**src/rtl/commit_monitor.sv**
```systemverilog
`timescale 1ns/1ps
// commit_monitor: write-back retirement monitor.
// Classifies ebreak retirement as GOOD/BAD trap, detects no-retire deadlock
// through a watchdog, counts RUN cycles and real retirements, and keeps a
// ring buffer of the most recent retired PCs with a registered read port.
module commit_monitor #(
  parameter int unsigned XLEN        = 64,
  parameter int unsigned TRACE_DEPTH = 8,
  parameter int unsigned WDOG_W      = 16,
  parameter int unsigned WDOG_LIMIT  = 1000
) (
  input  logic                           clk,
  input  logic                           rst,
  input  logic                           retire_valid,
  input  logic [XLEN-1:0]                retire_pc,
  input  logic [31:0]                    retire_inst,
  input  logic                           retire_ebreak,
  input  logic [XLEN-1:0]                a0,
  input  logic [$clog2(TRACE_DEPTH)-1:0] trace_rd_idx,
  output logic [XLEN-1:0]                trace_rd_pc,
  output logic [$clog2(TRACE_DEPTH):0]   trace_cnt,
  output logic [1:0]                     status,
  output logic                           halted,
  output logic                           halt_pulse,
  output logic [XLEN-1:0]                halt_pc,
  output logic [63:0]                    cycle_count,
  output logic [63:0]                    retire_count
);

  localparam int unsigned       IW      = $clog2(TRACE_DEPTH);
  localparam logic [31:0]       NOP     = 32'h0000_0013;
  localparam logic [WDOG_W-1:0] LIMIT   = WDOG_W'(WDOG_LIMIT);
  localparam logic [IW:0]       DEPTH_C = (IW+1)'(TRACE_DEPTH);

  typedef enum logic [1:0] {
    ST_RUN     = 2'b00,
    ST_GOOD    = 2'b01,
    ST_BAD     = 2'b10,
    ST_TIMEOUT = 2'b11
  } state_e;

  state_e            state_q;
  logic              halted_q;
  logic              halt_pulse_q;
  logic [XLEN-1:0]   halt_pc_q;

  logic [WDOG_W-1:0] wdog_q, wdog_d;
  logic [63:0]       cycle_q, cycle_d;
  logic [63:0]       retire_q, retire_d;
  logic [IW-1:0]     wptr_q, wptr_d;
  logic [IW:0]       cnt_q, cnt_d;
  logic [XLEN-1:0]   last_pc_q, last_pc_d;
  logic [XLEN-1:0]   rd_pc_q, rd_pc_d;
  logic [XLEN-1:0]   trace_q [TRACE_DEPTH];

  logic              in_run;
  logic              real_ret;
  logic              do_ret;
  logic              wdog_hit;
  logic [WDOG_W-1:0] wdog_inc;
  logic [IW-1:0]     rd_slot;

  // Retirement qualification and watchdog limit detection
  always_comb begin
    in_run   = (state_q == ST_RUN);
    real_ret = retire_valid && (retire_inst != NOP);
    do_ret   = in_run && real_ret;
    wdog_inc = wdog_q + WDOG_W'(1);
    wdog_hit = in_run && !real_ret && (wdog_inc == LIMIT);
  end

  // Next-state for counters, watchdog and trace pointer; all hold once halted
  always_comb begin
    wdog_d    = wdog_q;
    cycle_d   = cycle_q;
    retire_d  = retire_q;
    wptr_d    = wptr_q;
    cnt_d     = cnt_q;
    last_pc_d = last_pc_q;
    if (in_run) begin
      cycle_d = cycle_q + 64'd1;
      if (real_ret) begin
        retire_d  = retire_q + 64'd1;
        wptr_d    = wptr_q + IW'(1);
        cnt_d     = (cnt_q == DEPTH_C) ? cnt_q : cnt_q + (IW+1)'(1);
        last_pc_d = retire_pc;
        wdog_d    = '0;
      end else begin
        wdog_d = wdog_inc;
      end
    end
  end

  // Trace readout: index 0 is the newest entry, out-of-range indices read 0
  always_comb begin
    rd_slot = wptr_q - IW'(1) - trace_rd_idx;
    rd_pc_d = ({1'b0, trace_rd_idx} < cnt_q) ? trace_q[rd_slot] : '0;
  end

  // Counter, watchdog, pointer and read-port registers
  always_ff @(posedge clk or posedge rst) begin
    if (rst) begin
      wdog_q    <= '0;
      cycle_q   <= '0;
      retire_q  <= '0;
      wptr_q    <= '0;
      cnt_q     <= '0;
      last_pc_q <= '0;
      rd_pc_q   <= '0;
    end else begin
      wdog_q    <= wdog_d;
      cycle_q   <= cycle_d;
      retire_q  <= retire_d;
      wptr_q    <= wptr_d;
      cnt_q     <= cnt_d;
      last_pc_q <= last_pc_d;
      rd_pc_q   <= rd_pc_d;
    end
  end

  // Trace ring storage, written on each real retirement in RUN
  always_ff @(posedge clk or posedge rst) begin
    if (rst) begin
      for (int unsigned i = 0; i < TRACE_DEPTH; i++) begin
        trace_q[i] <= '0;
      end
    end else if (do_ret) begin
      trace_q[wptr_q] <= retire_pc;
    end
  end

  // Halt FSM: ebreak retirement takes priority over the watchdog limit
  always_ff @(posedge clk or posedge rst) begin
    if (rst) begin
      state_q      <= ST_RUN;
      halted_q     <= 1'b0;
      halt_pulse_q <= 1'b0;
      halt_pc_q    <= '0;
    end else begin
      halt_pulse_q <= 1'b0;
      case (state_q)
        ST_RUN: begin
          if (real_ret && retire_ebreak) begin
            state_q      <= (a0 == '0) ? ST_GOOD : ST_BAD;
            halted_q     <= 1'b1;
            halt_pulse_q <= 1'b1;
            halt_pc_q    <= retire_pc;
          end else if (wdog_hit) begin
            state_q      <= ST_TIMEOUT;
            halted_q     <= 1'b1;
            halt_pulse_q <= 1'b1;
            halt_pc_q    <= last_pc_q;
          end
        end
        default: begin
        end
      endcase
    end
  end

  assign status       = state_q;
  assign halted       = halted_q;
  assign halt_pulse   = halt_pulse_q;
  assign halt_pc      = halt_pc_q;
  assign cycle_count  = cycle_q;
  assign retire_count = retire_q;
  assign trace_cnt    = cnt_q;
  assign trace_rd_pc  = rd_pc_q;

endmodule
```
**config.mk**
```make
export PLATFORM = sky130hd
export DESIGN_NAME = commit_monitor
export DESIGN_NICKNAME = d
export VERILOG_FILES = /design/src/rtl/commit_monitor.sv
export SDC_FILE = /design/constraint.sdc
export NUM_CORES = 2
export LEC_CHECK = 0
export ABC_AREA = 0
export CORE_AREA = 10 10 360 258
export CTS_CLUSTER_SIZE = 8
export DETAILED_ROUTE_END_ITERATION = 10
export DIE_AREA = 0 0 370 268
export GPL_TIMING_DRIVEN = 1
export HOLD_SLACK_MARGIN = 0.15
export PLACE_DENSITY_LB_ADDON = 0.2
export SYNTH_ARGS = -nofsm -noshare
export SYNTH_HDL_FRONTEND = slang
export SYNTH_SLANG_ARGS = --single-unit
```
**constraint.sdc**
```tcl
create_clock -name clk -period 34.8 [get_ports clk]
set_input_delay 5.22 -clock clk [delete_from_list [all_inputs] [get_ports clk]]
set_output_delay 5.22 -clock clk [all_outputs]
set_load 0.02 [all_outputs]
```
== Word level (Yosys, flattened, before mapping) ==
Cells that the tools add are included.

* Word-level logic and storage cells: 67
* Bits of input ports: 167
* Output and inout bits: 264
* Register bits after elaboration: 859

* Bitwise logic cells: 3
* Eq/ne operators: 3
* $lt $le $gt $ge: 4
* Reductions and logical operators: 13
* Add/subtract/negate cells: 7
* Muxes and demuxes: 18

{| class="wikitable"
|+ Operators with widths
! cell !! count
|-
| $bwmux W512 || 1
|-
| $mux W64 || 6
|-
| $bmux W64 S3 || 1
|-
| $demux W64 S3 || 1
|-
| $add A64 B1 Y64 const B || 2
|-
| $logic_not A64 Y1 || 1
|-
| $ne A32 B5 Y1 const B || 1
|-
| $add A16 B1 Y16 const B || 1
|-
| $eq A16 B10 Y1 const B || 1
|-
| $mux W16 || 1
|-
| $ge A4 B4 Y1 const B || 2
|-
| $not A3 Y4 || 2
|-
| $logic_and A1 B1 Y1 || 6
|-
| $mux W2 || 3
|-
| $mux W1 || 5
|-
| $add A4 B1 Y4 const B || 1
|-
| $eq A4 B4 Y1 const B || 1
|-
| $lt A3 B4 Y1 || 1
|-
| $lt A4 B1 Y1 const B || 1
|-
| $reduce_and A2 Y1 || 2
|-
| $add A3 B1 Y3 const B || 1
|-
| $reduce_and A3 Y1 || 1
|-
| $sub A3 B1 Y3 const B || 1
|-
| $sub A3 B3 Y3 || 1
|-
| other kinds (4) || 4
|}

== Logic depth before layout (Yosys ltp) ==
* Word-level depth: 8
* Mapped depth: 10

== Least setup slack after synthesis ==
Ideal clock, no wire load.

* Path type: input to register
* Start point: in trace_rd_idx[0]
* End point: reg rd_pc_q[10] (netlist: trace_rd_pc[10])
* Stages: 9
* Data required time: 34664 ps
* Arrival: 7525 ps
* Library setup time: 136 ps
* Path slack: 27138 ps
* Cell sequence: inv_1 ha_1 inv_1 fa_1 clkbuf_1 buf_1 mux4_2 nand2_1 a21oi_1

* Word-level cells in the longest chain between the ends: 6
* Elaborated cells on any way between the ends: 7
* Classes of those cells: add/sub: 1; order compare: 1; mux: 4; bitwise: 1

{| class="wikitable"
|+ RTL lines
! element !! RTL line !! source
|-
| from (decl) || 19 || <nowiki>input logic [$clog2(TRACE_DEPTH)-1:0] trace_rd_idx,</nowiki>
|-
| $sub A3 B3 Y3 || 96 || <nowiki>rd_slot = wptr_q - IW'(1) - trace_rd_idx;</nowiki>
|-
| $not A3 Y4 (implied by the code) || 97 || <nowiki>rd_pc_d = ({1'b0, trace_rd_idx} < cnt_q) ? trace_q[rd_slot] : '0;</nowiki>
|-
| $bmux W64 S3 || 97 ||
|-
| $mux W64 (implied by the code) (2 in series) || 97 ||
|-
| $mux W64 * || 97 ||
|-
| via rd_pc_d[10] || 53 || <nowiki>logic [XLEN-1:0] rd_pc_q, rd_pc_d;</nowiki>
|-
| to (signal assigned) || 117 || <nowiki>rd_pc_q <= rd_pc_d;</nowiki>
|-
| to (decl) || 53 ||
|}

Mark *: on every way through the listed nets, which the timed path passes. The rest lies on a longest branch. The select of a mux whose other input is x is not followed.
A chain may end at the register's enable or synchronous reset.

== Worst setup path after layout ==
* Start point: in trace_rd_idx[0]
* End point: reg rd_pc_q[42] (netlist: trace_rd_pc[42])

The elaborated chain is that of the path after synthesis.

==> flow_summary.toml <==
[run_status]
status = "finished clean"

[power]
p_total_mw = 2.73
switching_share = 0.286
peakVddDrop_uv = 50.8
p_int_mw = 1.95
cellPowerDensity_nw_per_um2 = 58.5
power_switching_uw = 781
p_clk_frac = 0.367
p_leak_nw = 20.7
pwr-share-seq = 0.427
p_comb_frac = 0.206

[routing]
routed-wl-met2_mm = 55.5
drt_iter0_markers = 2136
routedWlPerCell_um = 25.6
drt-met1-wl_mm = 51.3
top_layer_used = "met5"
drt_pass1_iterations = 5
finalWirelength_mm = 116
vias = 26497
drc = 0
met3_length_mm = 6.48
via_per_inst = 5.85
final_antenna_net_count = 0

[clock_tree]
clockBufferDepth = 3
clockRootBuffer = "clkbuf_16"
clk_pin_slew_ns = 0.05
numCtsBuffers = 117
holdBufCountCts = 0
clk-insertion-delay-late_ns = 0.68
post_cts_resized = 0
cts_setup_buffers = 0
cts_tree = "done"
clock-sinks = 859
htree_levels = 3

[global_routing]
grt_pass1_wl_mm = 178
grt_max_degree = 181
grt-ovfl-total = 0
antenna_found_initial = 5
grt_pass1_vias = 28016
track_usage = 0.231

[worst_setup_path]
slowest_stage = "fa_4"
regToRegSetupSlack_ns = 30.57
path_max_fanout = 52
cp-end-kind = "flip-flop"
cpMostUsedCell = "inv_1"
slowest_delay_ns = 1.31
startpoint_type = "primary input"
path_cells = "clkdlybuf4s50_1 -> inv_1 -> ha_4 -> inv_1 -> fa_4 -> buf_4 -> mux4_2 -> nand2_1 -> a21oi_1"
required_ns = 35.30
worst-setup-path-type = "primary input to flip-flop"
rr_worst_depth = 7
worst_ep_arrival_time_ns = 9.02
worstReg2RegStart = "wptr_q[0]$_DFFE_PP0P_"
r2r_end = "trace_rd_pc[42]$_DFF_PP0_"

[timing]
hold_viol_final = 0
finalCriticalPeriod_ns = 8.52
fmaxAchievable_mhz = 117
slew_viol_final = 0
setup_violations = 0
clock_skew_ns = 0.0280
holdWs_ns = 0.466
fin_setup_tns_ns = 0
fin_crit_sh = 0.245
relSlewSlack = 0.139
max_slew.worst_pin.slew_ns = 1.29
rsz0062_at_grt = "no"

[floorplanning]
chipWidth_um = 370
start_util = 0.448
rows = 90
dieArea_um2 = 99200
io_pins = 431
dieHeight_um = 268
core_area_um2 = 85600

[logic_synthesis]
ys.flop_type = "dfrtp_1"
yosys_warnings = 0
ys_seq_elements = 859
synth_edf_count = 0
async_flop_share = 1.00
yosysTopAreaCell = "dfrtp_1"
avgSynthCellArea_um2 = 12.7
yosysSeqAreaShare = 0.560
syn_area_um2 = 38400
ys_types = 61
syn_nets = 3209
synth.area.top_cells = "dfrtp_1 56%, mux2_2 15%, mux4_2 7.5%, nand2_1 3.9%, xnor2_1 2.2%"
synth_top_area_share = 0.560
synthCells = 3032

[min_path]
hold_start = "cycle_count[63]$_DFFE_PP0P_"
hp-class = "flip-flop to flip-flop"
whs_path_depth = 1
min_to = "cycle_count[63]$_DFFE_PP0P_"

[final_layout]
layout-drive-gt1-share = 0.250
area_growth_pct = 21.6
final_cells = 4531
fin_nets = 3547
layout_commonest_cell = "dfrtp_1"
fillCellCount = 7081
final_cell_mix = "859 x dfrtp_1, 505 x mux2_2, 430 x clkdlybuf4s50_1"

[flow_run]
maxCapViolCount = 0

[placement]
placement.io_buffers = 430
dp_hpwl_mm = 71.5
place_inst = 4401
gp_routability_congestion = 1.03
[how the worst max path moves through the flow]
stage	slack [ns]	startpoint	endpoint	cells after the start
2_1_floorplan	5.44	rst	cycle_count[0]$_DFFE_PP0P_	1
4_1_cts	26.27	trace_rd_idx[0]	trace_rd_pc[34]$_DFF_PP0_	9
3_3_place_gp	25.56	trace_rd_idx[0]	trace_rd_pc[52]$_DFF_PP0_	9
6_report	26.28	trace_rd_idx[0]	trace_rd_pc[42]$_DFF_PP0_	9
5_1_grt	25.93	rst	trace_q[184]$_DFFE_PP0P_	5
3_5_place_dp	25.56	trace_rd_idx[0]	trace_rd_pc[53]$_DFF_PP0_	9
[worst max-delay path: cells and delay by family]
family | cells | cell delay (ns)
AOI/OAI and AO/OA | 1 | 0.08
adders and majority gates | 2 | 1.44
buffers and inverters | 4 | 1.50
muxes | 1 | 0.61
and+or+nand+nor | 1 | 0.08
[cell type report]
| type | instances | area [um^2] | area share |
|---|---|---|---|
| Clock inverter | 5 | 51.3 | 0.00110 |
| Multi-Input combinational cell | 1900 | 15900 | 0.342 |
| Sequential cell | 859 | 21500 | 0.461 |
| Clock buffer | 121 | 2990 | 0.0640 |
| Antenna cell | 4 | 10.0 | 0.000215 |
| Timing Repair Buffer | 473 | 4640 | 0.0995 |
| Inverter | 19 | 78.8 | 0.00169 |
| Tap cell | 1150 | 1440 | 0.0309 |
[cell families (layout without fill, tap and decap cells)]
group,count (synthesis),in the layout,share of synthesized area
XOR/XNOR,136,136,0.0310
flip-flops,859,859,0.560
AND/OR/NAND/NOR,804,804,0.0981
multiplexers,642,642,0.226
AO/OA/AOI/OAI,308,308,0.0522
other,0,4,0
adder cells (fa/ha/maj),10,10,0.00346
buffers and inverters,273,618,0.0289
[per-stage QoR]
stage / instance area [um^2] / utilization / setup slack, ns
floorplan: 38400 / - / 5.44
global placement: 43600 / 0.509 / 25.56
detailed placement: 43600 / 0.509 / 25.56
CTS: 46600 / 0.545 / 26.27
global route: 46600 / 0.545 / 25.93
finish: 46600 / 0.545 / 26.28
[registers in the layout, summed over array words and instances (netlist names)]
register,cells
trace_rd_pc,64
trace_cnt,4
retire_count,64
cycle_count,64
halt_pulse,1
wdog_q,16
status,2
halted,1
wptr_q,3
last_pc_q,64
halt_pc,64
trace_q,512
[cells in the mapped netlist, types with 2 or more instances]
master and number:
mux2_1 8, xor2_1 39, nor3b_1 3, nor2b_1 6, o31ai_1 4, ha_1 9, inv_1 19, or3_1 2
o21ai_0 26, nand3_1 50, nor4b_1 3, o22ai_1 64, clkbuf_1 95, and4_1 9, nor3_2 9, and3_1 19
nand4_2 2, nand4b_1 2, or2_2 2, a21oi_1 136, nor2_1 113, dfrtp_1 859, and2_1 5, mux2_2 505
xnor2_1 97, buf_1 92, nor3_1 79, nor4_2 3, nand2_1 397, nand3_2 5, or4_1 4, a41o_1 64
mux4_2 128, nor4_1 28, nand4_1 48, buf_2 67, nand2b_1 7
[power groups by stage]
stage          logic, mW  clock network [mW]  registers [mW]
6_report           0.562                1.00            1.16
5_1_grt            0.610                1.07            1.18
4_1_cts            0.574                1.02            1.16
3_5_place_dp       0.571                   0            1.18
3_3_place_gp       0.561                   0            1.17
2_1_floorplan      0.372                   0            1.17
[per-layer routing]
layer  track usage  vias up
met5             0        -
met4        0.0678        2
met3        0.0455      174
met2         0.372      791
met1         0.318    14043
li1              -    11487
No activity file was read; power rests on OpenSTA's default activity.
